--- config.mk ---
export PLATFORM = sky130hd
export DESIGN_NAME = ico_echo_fifo
export DESIGN_NICKNAME = d
export VERILOG_FILES = /design/src/rtl/ico_echo_fifo.sv
export SDC_FILE = /design/constraint.sdc
export NUM_CORES = 1
export LEC_CHECK = 0
export BUFFER_PORTS_ARGS = -buffer_cell sky130_fd_sc_hd__buf_2
export CORE_MARGIN = 2
export CORE_UTILIZATION = 65
export CTS_CLUSTER_SIZE = 8
export DETAILED_ROUTE_END_ITERATION = 10
export PLACE_DENSITY = 0.9
export SLEW_MARGIN = 20
export SYNTH_ARGS = -nofsm -noshare
export SYNTH_HDL_FRONTEND = slang
export SYNTH_SLANG_ARGS = --single-unit
--- constraint.sdc ---
create_clock -name clk -period 7.9 [get_ports clk]
set_clock_uncertainty 0.15 [all_clocks]
set_input_delay 0.79 -clock clk [delete_from_list [all_inputs] [get_ports clk]]
set_output_delay 0.79 -clock clk [all_outputs]
set_load 0.05 [all_outputs]
--- src/rtl/ico_echo_fifo.sv ---
// ico_echo_fifo: SPI control-endpoint test block. A header starts a transaction
// answered by two ID bytes and a status byte; the first input byte after a header
// is a command selecting a data transform (and optional flush), later input bytes
// are transformed and queued in a DEPTH-entry byte FIFO, and later output strobes
// pop the FIFO.
module ico_echo_fifo #(
   parameter int         NUM_PMODS  = 0,
   parameter int         CLK_KHZ    = 12000,
   parameter int         DEPTH      = 16,
   parameter logic [7:0] ID_BYTE0   = 8'h8F,
   parameter logic [7:0] ID_BYTE1   = 8'h2A,
   parameter logic [7:0] EMPTY_BYTE = 8'h00
) (
   input  logic       clk,
   input  logic       reset,
   input  logic       spi_ctrl_si,
   input  logic       spi_ctrl_so,
   input  logic       spi_ctrl_hd,
   input  logic [7:0] spi_ctrl_di,
   output logic [7:0] spi_ctrl_do,
   input  logic       epsel
);

   localparam int AW = $clog2(DEPTH);
   localparam int CW = AW + 1;

   // NUM_PMODS and CLK_KHZ exist only so generated instantiations keep elaborating.
   if (NUM_PMODS < 0 || CLK_KHZ < 0) begin : g_compat_params
   end

   typedef enum logic [1:0] {IDLE, HDR, ID1, DATA} state_t;
   typedef enum logic [1:0] {M_ECHO, M_INVERT, M_INC, M_BITREV} mode_t;

   state_t          r_state, w_state_n;
   mode_t           r_mode, w_mode_n;
   logic [7:0]      r_out, w_out_n;
   logic            r_cmd_pending, w_cmd_n;
   logic            r_ovf, w_ovf_n;
   logic            r_unf, w_unf_n;
   logic [AW-1:0]   r_rd_ptr, w_rd_ptr_n;
   logic [AW-1:0]   r_wr_ptr, w_wr_ptr_n;
   logic [CW-1:0]   r_count, w_count_n;
   logic [7:0]      r_mem [DEPTH];

   logic            w_pop;
   logic            w_push_req;
   logic            w_push;
   logic            w_flush;
   logic            w_full;
   logic [7:0]      w_xdata;

   function automatic logic [7:0] f_xform(input mode_t m, input logic [7:0] d);
      logic [7:0] r;
      r = d;
      case (m)
         M_ECHO:   r = d;
         M_INVERT: r = ~d;
         M_INC:    r = d + 8'd1;
         M_BITREV: for (int unsigned k = 0; k < 8; k++) r[k] = d[7-k];
         default:  r = d;
      endcase
      return r;
   endfunction

   assign w_full      = (r_count == CW'(DEPTH));
   assign w_xdata     = f_xform(r_mode, spi_ctrl_di);
   assign spi_ctrl_do = epsel ? r_out : 8'h00;

   // Next-state, output byte and FIFO bookkeeping for one strobe cycle.
   // The pop is decided from pre-cycle state first; the push then sees a slot
   // freed by that pop, and a flush from a command byte overrides both.
   always_comb begin
      w_state_n  = r_state;
      w_mode_n   = r_mode;
      w_out_n    = r_out;
      w_cmd_n    = r_cmd_pending;
      w_ovf_n    = r_ovf;
      w_unf_n    = r_unf;
      w_pop      = 1'b0;
      w_push_req = 1'b0;
      w_flush    = 1'b0;
      w_push     = 1'b0;

      if (spi_ctrl_hd) begin
         w_state_n = HDR;
         w_out_n   = ID_BYTE0;
         w_cmd_n   = 1'b1;
      end else begin
         if (spi_ctrl_so) begin
            case (r_state)
               IDLE: w_out_n = EMPTY_BYTE;
               HDR: begin
                  w_out_n   = ID_BYTE1;
                  w_state_n = ID1;
               end
               ID1: begin
                  w_out_n   = {r_ovf, r_unf, 6'(r_count)};
                  w_ovf_n   = 1'b0;
                  w_unf_n   = 1'b0;
                  w_state_n = DATA;
               end
               DATA: begin
                  if (r_count != '0) begin
                     w_out_n = r_mem[r_rd_ptr];
                     w_pop   = 1'b1;
                  end else begin
                     w_out_n = EMPTY_BYTE;
                     w_unf_n = 1'b1;
                  end
               end
               default: w_state_n = IDLE;
            endcase
         end
         if (spi_ctrl_si) begin
            if (r_cmd_pending) begin
               w_mode_n = mode_t'(spi_ctrl_di[1:0]);
               w_flush  = spi_ctrl_di[7];
               w_cmd_n  = 1'b0;
            end else begin
               w_push_req = 1'b1;
            end
         end
      end

      w_push = w_push_req & (~w_full | w_pop);
      if (w_push_req & w_full & ~w_pop) w_ovf_n = 1'b1;

      w_rd_ptr_n = r_rd_ptr + (w_pop ? AW'(1) : AW'(0));
      w_wr_ptr_n = r_wr_ptr + (w_push ? AW'(1) : AW'(0));
      w_count_n  = r_count + CW'(w_push) - CW'(w_pop);
      if (w_flush) begin
         w_rd_ptr_n = '0;
         w_wr_ptr_n = '0;
         w_count_n  = '0;
      end
   end

   // Control and status registers, cleared asynchronously.
   always_ff @(posedge clk or posedge reset) begin
      if (reset) begin
         r_state       <= IDLE;
         r_mode        <= M_ECHO;
         r_out         <= 8'h00;
         r_cmd_pending <= 1'b0;
         r_ovf         <= 1'b0;
         r_unf         <= 1'b0;
         r_rd_ptr      <= '0;
         r_wr_ptr      <= '0;
         r_count       <= '0;
      end else begin
         r_state       <= w_state_n;
         r_mode        <= w_mode_n;
         r_out         <= w_out_n;
         r_cmd_pending <= w_cmd_n;
         r_ovf         <= w_ovf_n;
         r_unf         <= w_unf_n;
         r_rd_ptr      <= w_rd_ptr_n;
         r_wr_ptr      <= w_wr_ptr_n;
         r_count       <= w_count_n;
      end
   end

   // FIFO storage; contents are meaningless once the pointers are cleared.
   always_ff @(posedge clk) begin
      if (w_push) r_mem[r_wr_ptr] <= w_xdata;
   end

endmodule

==> results of run 1 <==
## registers in the layout, summed over array words and instances, names as in the netlist
signal and flops:
r_unf 1, r_cmd_pending 1, r_count 5, r_rd_ptr 4, r_ovf 1, r_wr_ptr 4
r_mem 128, r_state 2, r_out 8, r_mode 2
## per-layer routing
| layer | vias up | GRT usage |
|---|---|---|
| met5 | - | 0 |
| met4 | 0 | 0.103 |
| met3 | 33 | 0.0742 |
| met2 | 271 | 0.497 |
| met1 | 2155 | 0.377 |
| li1 | 1774 | - |
## cell usage in the layout (no fill, tap or decap), types with 2 or more instances in the layout
cell       instances
mux4_2            17
inv_1             15
a21o_1             2
and2_1            10
and3_1             2
a21oi_1           14
clkbuf_16         16
nor2_1            38
mux4_1             8
mux2i_1           26
o22ai_1            2
a22oi_1            4
nand2_1           11
bufinv_16          3
ha_1              11
buf_2             21
nand4_1            7
mux2_2             4
xnor2_1            9
a211oi_1           2
nor2b_1           15
nand2b_1           5
edfxtp_1         128
nor3b_1            3
inv_6              3
o21ai_0            9
xor2_1             4
o32a_1             3
clkinv_4           3
a31oi_1            7
clkinv_2           2
nand4b_1           2
nor3_1             8
clkbuf_1           2
or3_1              3
nand3_1            7
a21oi_2            2
dfrtp_1           28
buf_4              9
mux2i_2            3
## final cells by class
cell class              count  area, um2  share of cell area
flip-flops and latches    156       4540               0.587
well taps                 136        170              0.0220
multi-input cells         253       2200               0.284
clock inverters            13        164              0.0212
inverters                  16       60.1             0.00776
clock buffers              19        422              0.0545
repair buffers             31        184              0.0238
## critical path, cell delays in order (launching register included)
cell and delay, ns:
dfrtp_1 0.40, inv_1 0.09, ha_1 0.25, nor4b_2 0.47, or3_1 0.24, inv_1 0.08, ha_1 0.28, inv_1 0.05
ha_1 0.21, fa_1 0.42, a21oi_1 0.18, nor2_1 0.07, or3_1 0.35, a21oi_1 0.18
## cell families (layout without fill, tap and decap cells)
group           count (synthesis)  after routing  synth area share
compound gates                 50             50            0.0481
xor+xnor                       13             13            0.0165
fa+ha+maj                      12             12            0.0229
buf+inv                        35             79            0.0247
flops                         156            156             0.659
mux                            58             58             0.135
simple gates                  120            120            0.0938
## power breakdown
part | switching [uW] | internal (uW)
logic | 312 | 220
clock network | 332 | 484
registers | 56.8 | 974
total | 701 | 1680
## final timing paths
check                                     startpoint                         to  slack, ns
worst min register to register     r_ovf$_DFFE_PP0P_          r_ovf$_DFFE_PP0P_       0.36
worst min-delay path                           reset      r_mode[0]$_DFFE_PP0P_       0.16
max in group asynchronous                      reset       r_out[3]$_DFFE_PP0P_       7.01
min in group clk                         spi_ctrl_si  r_cmd_pending$_DFFE_PP0P_       0.30
worst max register to register  r_count[2]$_DFF_PP0_       r_count[4]$_DFF_PP0_       4.40
worst max-delay path            r_count[2]$_DFF_PP0_       r_count[4]$_DFF_PP0_       4.40
## through the flow
step | std cells | hold WS [ns] | total power (uW)
after floorplan | 444 | 0.306 | 1410
after global placement | 591 | 0.340 | 1510
after detailed placement | 591 | 0.332 | 1540
after CTS | 623 | 0.290 | 2360
after global routing | 624 | 0.213 | 2450
final | 624 | 0.164 | 2380
==> results.py, run 1 <==
metrics = {
    "cts": {
        "clk_path_buf_depth": 2,
        "cts_tree": "built",
        "cts.clk_slew.worst_paths_ns": 0.07,
        "ctsHoldBuffers": 0,
        "cts_resized": 0,
        "cts_setup_buffers": 0,
        "cts_buffers": 17,
        "clock-sinks": 156,
        "ctsHtreeMaxLevel": 4,
        "root_buffer": "clkbuf_8",
        "insertion_delay_ns": 0.55,
    },
    "timing": {
        "relSlewSlack": 0.382,
        "fin_crit_sh": 0.444,
        "finalHoldViolCount": 0,
        "fmax_ghz": 0.285,
        "finalSetupViolCount": 0,
        "setup_slack_ns": 4.40,
        "min_period_ns": 3.50,
        "tns_ns": 0,
        "tightest_slew_ns": 0.910,
        "rsz0062_at_grt": "false",
        "slew_violations": 0,
    },
    "global_route": {
        "antenna_found_initial": 0,
        "grt_util_all_layers": 0.295,
        "grt_pass1_wl_um": 23900,
        "overflow": 0,
        "grt_pass1_vias": 4141,
        "grt_max_degree": 38,
    },
    "place": {
        "portBuffers": 21,
        "place_congestion": 0.922,
        "place_area_um2": 7130,
        "dp_hpwl_um": 9370,
        "place_ws_ns": 4.34,
    },
    "synth": {
        "ys.flop_type": "edfxtp_1",
        "syn-instance-count": 444,
        "yosysTopAreaCellShare": 0.558,
        "synth_top_area_cell": "edfxtp_1",
        "synth_nets": 470,
        "ys_seq_area_frac": 0.659,
        "synth_area_um2": 6890,
        "syn_area_per_cell_um2": 15.5,
        "synth_edf_count": 128,
        "ys_warn_count": 0,
        "ys_top_cells_by_area": "edfxtp_1 (56%), dfrtp_1 (10%), mux4_2 (5.6%), mux2i_1 (4.2%), mux4_1 (3.0%)",
        "ys_ff_latch": 156,
        "synth_most_common_cell": "edfxtp_1",
        "synthArstFlopShare": 0.179,
        "synth_cell_types": 51,
        "synth_top_cells_by_count": "edfxtp_1 (128), nor2_1 (38), mux2i_1 (29)",
    },
    "detailed_routing": {
        "met2_length_um": 7940,
        "wl_um": 15700,
        "viasPerCell": 6.78,
        "wl_met1_um": 5960,
        "wl_met3_um": 1400,
        "firstDrtPassIters": 5,
        "drtAntennaViolNets": 0,
        "vias": 4233,
        "drt_iter0_drc": 444,
        "wl_per_cell_um": 25.1,
        "drc": 0,
        "topRoutingLayerUsed": "met4",
    },
    "critical_path": {
        "ff2ff_path_depth": 13,
        "worstSetupPathType": "reg2reg",
        "end_kind": "register",
        "cp.required_ns": 8.21,
        "cp_data_arrival_time_ns": 3.81,
        "cp-start-kind": "register",
        "path_max_fanout": 6,
    },
    "cells_and_area": {
        "area_growth_pct": 12.3,
        "drive_above_1_share": 0.191,
        "num-fill-cells": 563,
        "stdcell_area_um2": 7740,
        "layout.nets": 501,
        "fin_util": 0.750,
        "n_antenna_cell": 0,
    },
    "hold_path": {
        "hold_class": "in2async",
    },
    "power": {
        "peakVddDrop_mv": 0.237,
        "leakagePower_uw": 0.00269,
        "powerDensity_nw_per_um2": 307,
    },
    "die": {
        "initial_utilization": 0.668,
        "die_h_um": 107,
        "ios": 22,
        "die_area_um2": 11400,
        "coreArea_um2": 10300,
        "die_x_um": 107,
        "rows": 37,
    },
    "run": {
        "cap_violations": 0,
    },
    "outcome": {
        "status": "finished, final reports clean",
    },
}
Note: power is estimated with default switching activity, not from simulation.
==> run 2, diff against run 1 <==
--- a/config.mk
+++ b/config.mk
@@ -7,10 +7,10 @@
 export LEC_CHECK = 0
 export BUFFER_PORTS_ARGS = -buffer_cell sky130_fd_sc_hd__buf_2
 export CORE_MARGIN = 2
-export CORE_UTILIZATION = 65
+export CORE_UTILIZATION = 56
 export CTS_CLUSTER_SIZE = 8
 export DETAILED_ROUTE_END_ITERATION = 10
-export PLACE_DENSITY = 0.9
+export PLACE_DENSITY = 0.83
 export SLEW_MARGIN = 20
 export SYNTH_ARGS = -nofsm -noshare
 export SYNTH_HDL_FRONTEND = slang
==> constraint.sdc (replaced) <==
create_clock -name clk -period 3.12 [get_ports clk]
set_clock_uncertainty 0.15 [all_clocks]
set_input_delay 0.312 -clock clk [delete_from_list [all_inputs] [get_ports clk]]
set_output_delay 0.312 -clock clk [all_outputs]
set_load 0.05 [all_outputs]
==> run 2 against run 1 <==
Compared with the run above: register-to-register slack worse by 4.3 ns; setup slack worse by 4.3 ns; sequential power grew to 2.6 times the previous value; maximum frequency is 17% higher; critical path depth stayed put; combinational power grew to 2.5 times the previous value; cell area is 2.4% higher; global-route usage is 5.6 points lower; count of clock-buffer cells in the layout is 7 higher; hold slack worse by 0.097 ns; via count is 3.1% lower; utilization is 9.0 points lower.
==> results.py, run 2 (synthesis results as in run 1) <==
metrics = {
    "hold_path": {
        "hold_path_end": "r_mode[1]$_DFFE_PP0P_",
        "min_from": "spi_ctrl_di[1]",
        "hold_class": "in2reg",
        "hold_depth": 2,
    },
    "power": {
        "leakagePower_uw": 0.00281,
        "peakVddDrop_mv": 0.358,
        "powerDensity_nw_per_um2": 741,
    },
    "timing": {
        "setup_slack_ns": 0.130,
        "slew_violations": 0,
        "fin_crit_sh": 0.958,
        "finalSetupViolCount": 0,
        "fmax_ghz": 0.334,
        "relSlewSlack": 0.333,
        "tightest_slew_ns": 0.997,
        "tns_ns": 0,
        "finalHoldViolCount": 0,
        "whs_ns": 0.0673,
        "min_period_ns": 2.99,
    },
    "cts": {
        "cts_buffers": 17,
        "insertion_delay_ns": 0.42,
        "ctsHtreeMaxLevel": 4,
        "cts.clk_slew.worst_paths_ns": 0.06,
        "clock-sinks": 156,
        "root_buffer": "clkbuf_16",
        "cts_tree": "built",
        "clk_path_buf_depth": 2,
    },
    "die": {
        "die_x_um": 115,
        "rows": 40,
        "initial_utilization": 0.574,
        "die_h_um": 115,
        "die_area_um2": 13200,
        "coreArea_um2": 12000,
        "ios": 22,
    },
    "critical_path": {
        "ff2ff_path_depth": 13,
        "cp_data_arrival_time_ns": 3.18,
        "cpLargestDelayFamily": "simple AND/OR/NAND/NOR gates",
        "slowest_stage": "or3_4",
        "worstSetupPathType": "reg2reg",
        "reg2reg_slack_ns": 0.13,
        "cp.required_ns": 3.31,
        "r2r-start": "r_count[3]$_DFF_PP0_",
        "slowest_delay_ns": 0.41,
        "reg2reg_to": "r_count[4]$_DFF_PP0_",
        "crit_chain": "inv_1 > ha_1 > nor4b_4 > or3_4 > inv_1 > ha_1 > inv_1 > ha_1 > fa_2 > a21oi_1 > nor2_1 > or3_1 > a21oi_1",
        "cp-start-kind": "register",
        "path_buf_inv": 3,
        "path_max_fanout": 3,
        "end_kind": "register",
    },
    "cells_and_area": {
        "area_growth_pct": 15.0,
        "drive_above_1_share": 0.222,
        "final_cell_mix": "edfxtp_1 (128), nor2_1 (38), buf_4 (33)",
        "largest_register": "r_mem",
        "largest_reg_flops": 128,
        "fin_util": 0.660,
        "mostFrequentLayoutCell": "edfxtp_1",
        "top_regs": "r_mem (128), r_out (8), r_count (5)",
        "layout.nets": 526,
        "n_antenna_cell": 0,
    },
    "place": {
        "portBuffers": 21,
        "place_ws_ns": 0.0289,
        "place_congestion": 0.922,
        "dp_hpwl_um": 9850,
    },
    "detailed_routing": {
        "vias": 4102,
        "viasPerCell": 6.22,
        "drtAntennaViolNets": 0,
        "wl_um": 14800,
        "wl_per_cell_um": 22.4,
        "firstDrtPassIters": 5,
        "drc": 0,
        "drt_iter0_drc": 485,
    },
    "global_route": {
        "grt_pass1_vias": 4040,
        "grt_pass1_wl_um": 22600,
        "overflow": 0,
        "grt_util_all_layers": 0.239,
        "grt_max_degree": 33,
        "antenna_found_initial": 0,
    },
    "run": {
        "cap_violations": 0,
    },
    "outcome": {
        "status": "finished, final reports clean",
    },
}
run 2: worst max path at each step:
| stage | startpoint | to | slack, ns | cells past startpoint |
|---|---|---|---|---|
| after global routing | r_count[2]$_DFF_PP0_ | r_count[4]$_DFF_PP0_ | -0.03 | 13 |
| final | r_count[3]$_DFF_PP0_ | r_count[4]$_DFF_PP0_ | 0.13 | 13 |
| after CTS | r_count[3]$_DFF_PP0_ | r_count[4]$_DFF_PP0_ | 0.007 | 13 |
| after detailed placement | r_count[2]$_DFF_PP0_ | r_count[4]$_DFF_PP0_ | 0.03 | 13 |
| after global placement | r_count[2]$_DFF_PP0_ | r_count[4]$_DFF_PP0_ | 0.18 | 13 |
| after floorplan | r_count[3]$_DFF_PP0_ | r_count[4]$_DFF_PP0_ | 0.08 | 13 |
run 2: area by class of cell:
class	instances	area, um2
multi-input cells	253	2210
clock buffers	26	489
inverters	16	60.1
fillers	798	4090
repair buffers	56	373
well taps	147	184
clock inverters	6	62.6
flip-flops and latches	156	4540
run 2: repair_timing:
item	in CTS	in global routing
hold endpoints to repair	1	28
setup buffers	0	2
endpoints found under the setup margin	0	1
hold buffers	1	1
gates resized for setup	0	3
run 2: metrics by stage:
stage / cell area, um2 / power, uW / std cells
floorplan: 6890 / 3570 / 444
global placement: 7300 / 3860 / 624
detailed placement: 7310 / 3930 / 624
CTS: 7870 / 5840 / 657
global route: 7930 / 6110 / 660
finish: 7930 / 5870 / 660
run 2: power by group:
group | internal [uW] | switching (uW) | leakage [uW] | total, uW
Sequential | 2470 | 170 | 0.00149 | 2640
Clock | 1160 | 750 | 0.000262 | 1910
Combinational | 600 | 727 | 0.00105 | 1330
Total | 4220 | 1650 | 0.00281 | 5870
run 2: metal layers:
| layer | up-vias | GRT usage | wire length [um] |
|---|---|---|---|
| met3 | 36 | 0.0680 | 954 |
| met4 | 0 | 0.0916 | 445 |
| li1 | 1820 | - | - |
| met1 | 2080 | 0.302 | 5780 |
| met2 | 166 | 0.397 | 7590 |
| met5 | - | 0 | 0 |
==> run 3, diff against run 2 <==
--- a/config.mk
+++ b/config.mk
@@ -10,6 +10,7 @@
 export CORE_UTILIZATION = 56
 export CTS_CLUSTER_SIZE = 8
 export DETAILED_ROUTE_END_ITERATION = 10
+export MAX_ROUTING_LAYER = met4
 export PLACE_DENSITY = 0.83
 export SLEW_MARGIN = 20
 export SYNTH_ARGS = -nofsm -noshare
==> run 3 against run 2 <==
Compared with the run above: utilization decreased by 0.073 points; register-to-register slack improved by 0.02 ns; die area unchanged; cell area decreased by 0.11%; setup slack improved by 0.016 ns; critical endpoint unchanged.
==> results.py, run 3 (synthesis results as in run 1) <==
metrics = {
    "outcome": {
        "status": "finished, final reports clean",
    },
    "cells_and_area": {
        "area_growth_pct": 14.9,
        "fin_cells": 661,
        "layout.nets": 527,
        "largest_reg_flops": 128,
        "mostFrequentLayoutCell": "edfxtp_1",
        "drive_above_1_share": 0.233,
        "largest_register": "r_mem",
        "stdcell_area_um2": 7920,
        "n_antenna_cell": 0,
        "top_regs": "r_mem (128), r_out (8), r_count (5)",
        "final_cell_mix": "edfxtp_1 (128), nor2_1 (38), buf_4 (33)",
    },
    "timing": {
        "tightest_slew_ns": 0.979,
        "finalHoldViolCount": 0,
        "relSlewSlack": 0.334,
        "finalSetupViolCount": 0,
        "min_period_ns": 2.97,
        "fin_crit_sh": 0.953,
        "fmax_ghz": 0.336,
        "slew_violations": 0,
        "whs_ns": 0.0721,
        "tns_ns": 0,
        "rsz0062_at_grt": "false",
    },
    "place": {
        "placed_cells": 626,
        "portBuffers": 21,
        "place_area_um2": 7340,
        "place_congestion": 0.937,
        "dp_hpwl_um": 9450,
    },
    "critical_path": {
        "worstSetupPathType": "reg2reg",
        "path_max_fanout": 3,
        "cp_data_arrival_time_ns": 3.17,
        "end_kind": "register",
        "cp-start-kind": "register",
        "cp.required_ns": 3.31,
        "reg2reg_slack_ns": 0.15,
    },
    "die": {
        "die_h_um": 115,
        "die_x_um": 115,
        "rows": 40,
        "die_area_um2": 13200,
        "initial_utilization": 0.574,
        "ios": 22,
        "coreArea_um2": 12000,
    },
    "global_route": {
        "grt_max_degree": 33,
        "grt_pass1_wl_um": 21900,
        "grt_pass1_vias": 4011,
        "antenna_found_initial": 0,
        "grt_util_all_layers": 0.237,
        "overflow": 0,
    },
    "detailed_routing": {
        "vias": 4020,
        "wl_um": 14200,
        "wl_per_cell_um": 21.5,
        "firstDrtPassIters": 5,
        "drtAntennaViolNets": 0,
        "drt_iter0_drc": 464,
        "viasPerCell": 6.08,
        "drc": 0,
    },
    "cts": {
        "cts_tree": "built",
        "clock-sinks": 156,
        "root_buffer": "clkbuf_16",
        "cts.clk_slew.worst_paths_ns": 0.06,
        "clk_path_buf_depth": 2,
        "cts_buffers": 17,
        "insertion_delay_ns": 0.42,
        "ctsHtreeMaxLevel": 4,
    },
    "power": {
        "leakagePower_uw": 0.00282,
        "peakVddDrop_mv": 0.476,
        "powerDensity_nw_per_um2": 729,
        "total_power_uw": 5770,
    },
    "run": {
        "cap_violations": 0,
    },
    "hold_path": {
        "hold_class": "in2reg",
    },
}
run 3: metrics by stage:
step / util / worst slack [ns]
floorplan: - / 0.0842
global placement: 0.610 / 0.171
detailed placement: 0.611 / 0.0446
CTS: 0.655 / 0.0204
global route: 0.659 / 0.00833
finish: 0.659 / 0.146
run 3: worst paths after layout:
path                                      start                     end  depth (start not counted)
max reg2reg                r_count[2]$_DFF_PP0_    r_count[4]$_DFF_PP0_                         13
min                                 spi_ctrl_hd  r_state[1]$_DFFE_PP0P_                          2
max in group asynchronous                 reset    r_out[3]$_DFFE_PP0P_                          3
min reg2reg                   r_ovf$_DFFE_PP0P_       r_ovf$_DFFE_PP0P_                          1
min in group asynchronous                 reset    r_count[1]$_DFF_PP0_                          3
max                        r_count[2]$_DFF_PP0_    r_count[4]$_DFF_PP0_                         13
run 3: per-layer routing:
metal | routed length [um] | global-route usage | vias to the layer above
li1 | - | - | 1823
met1 | 5800 | 0.297 | 2004
met2 | 7080 | 0.367 | 159
met3 | 847 | 0.0543 | 34
met4 | 477 | 0.117 | 0
met5 | 0 | - | -
run 3: power breakdown:
group          internal [uW]  switching (uW)  leakage [uW]
logic                    608             708       0.00106
registers               2470             173       0.00149
clock network           1010             801      0.000263
total                   4090            1680       0.00282
run 3: critical path, cell delays in order (launching register included):
cell and delay (ns):
dfrtp_1 0.37, inv_1 0.08, ha_1 0.22, nor4b_4 0.14, or3_4 0.40, inv_1 0.09, ha_1 0.13, inv_1 0.04
ha_1 0.20, fa_2 0.36, a21oi_1 0.17, nor2_1 0.07, or3_1 0.35, a21oi_1 0.14
run 3: area by class of cell:
cell class,count,area (um2)
well taps,147,184
clock buffers,17,425
flip-flops and latches,156,4540
clock inverters,15,97.6
multi-input cells,253,2210
inverters,16,60.1
repair buffers,57,393
fillers,792,4090
run 3: what timing repair did:
action / 4_1_cts / 5_1_grt
hold buffers: 1 / 1
endpoints found under the setup margin: 0 / 1
resized for setup: 0 / 3
setup buffers: 0 / 1
hold endpoints to repair: 1 / 28
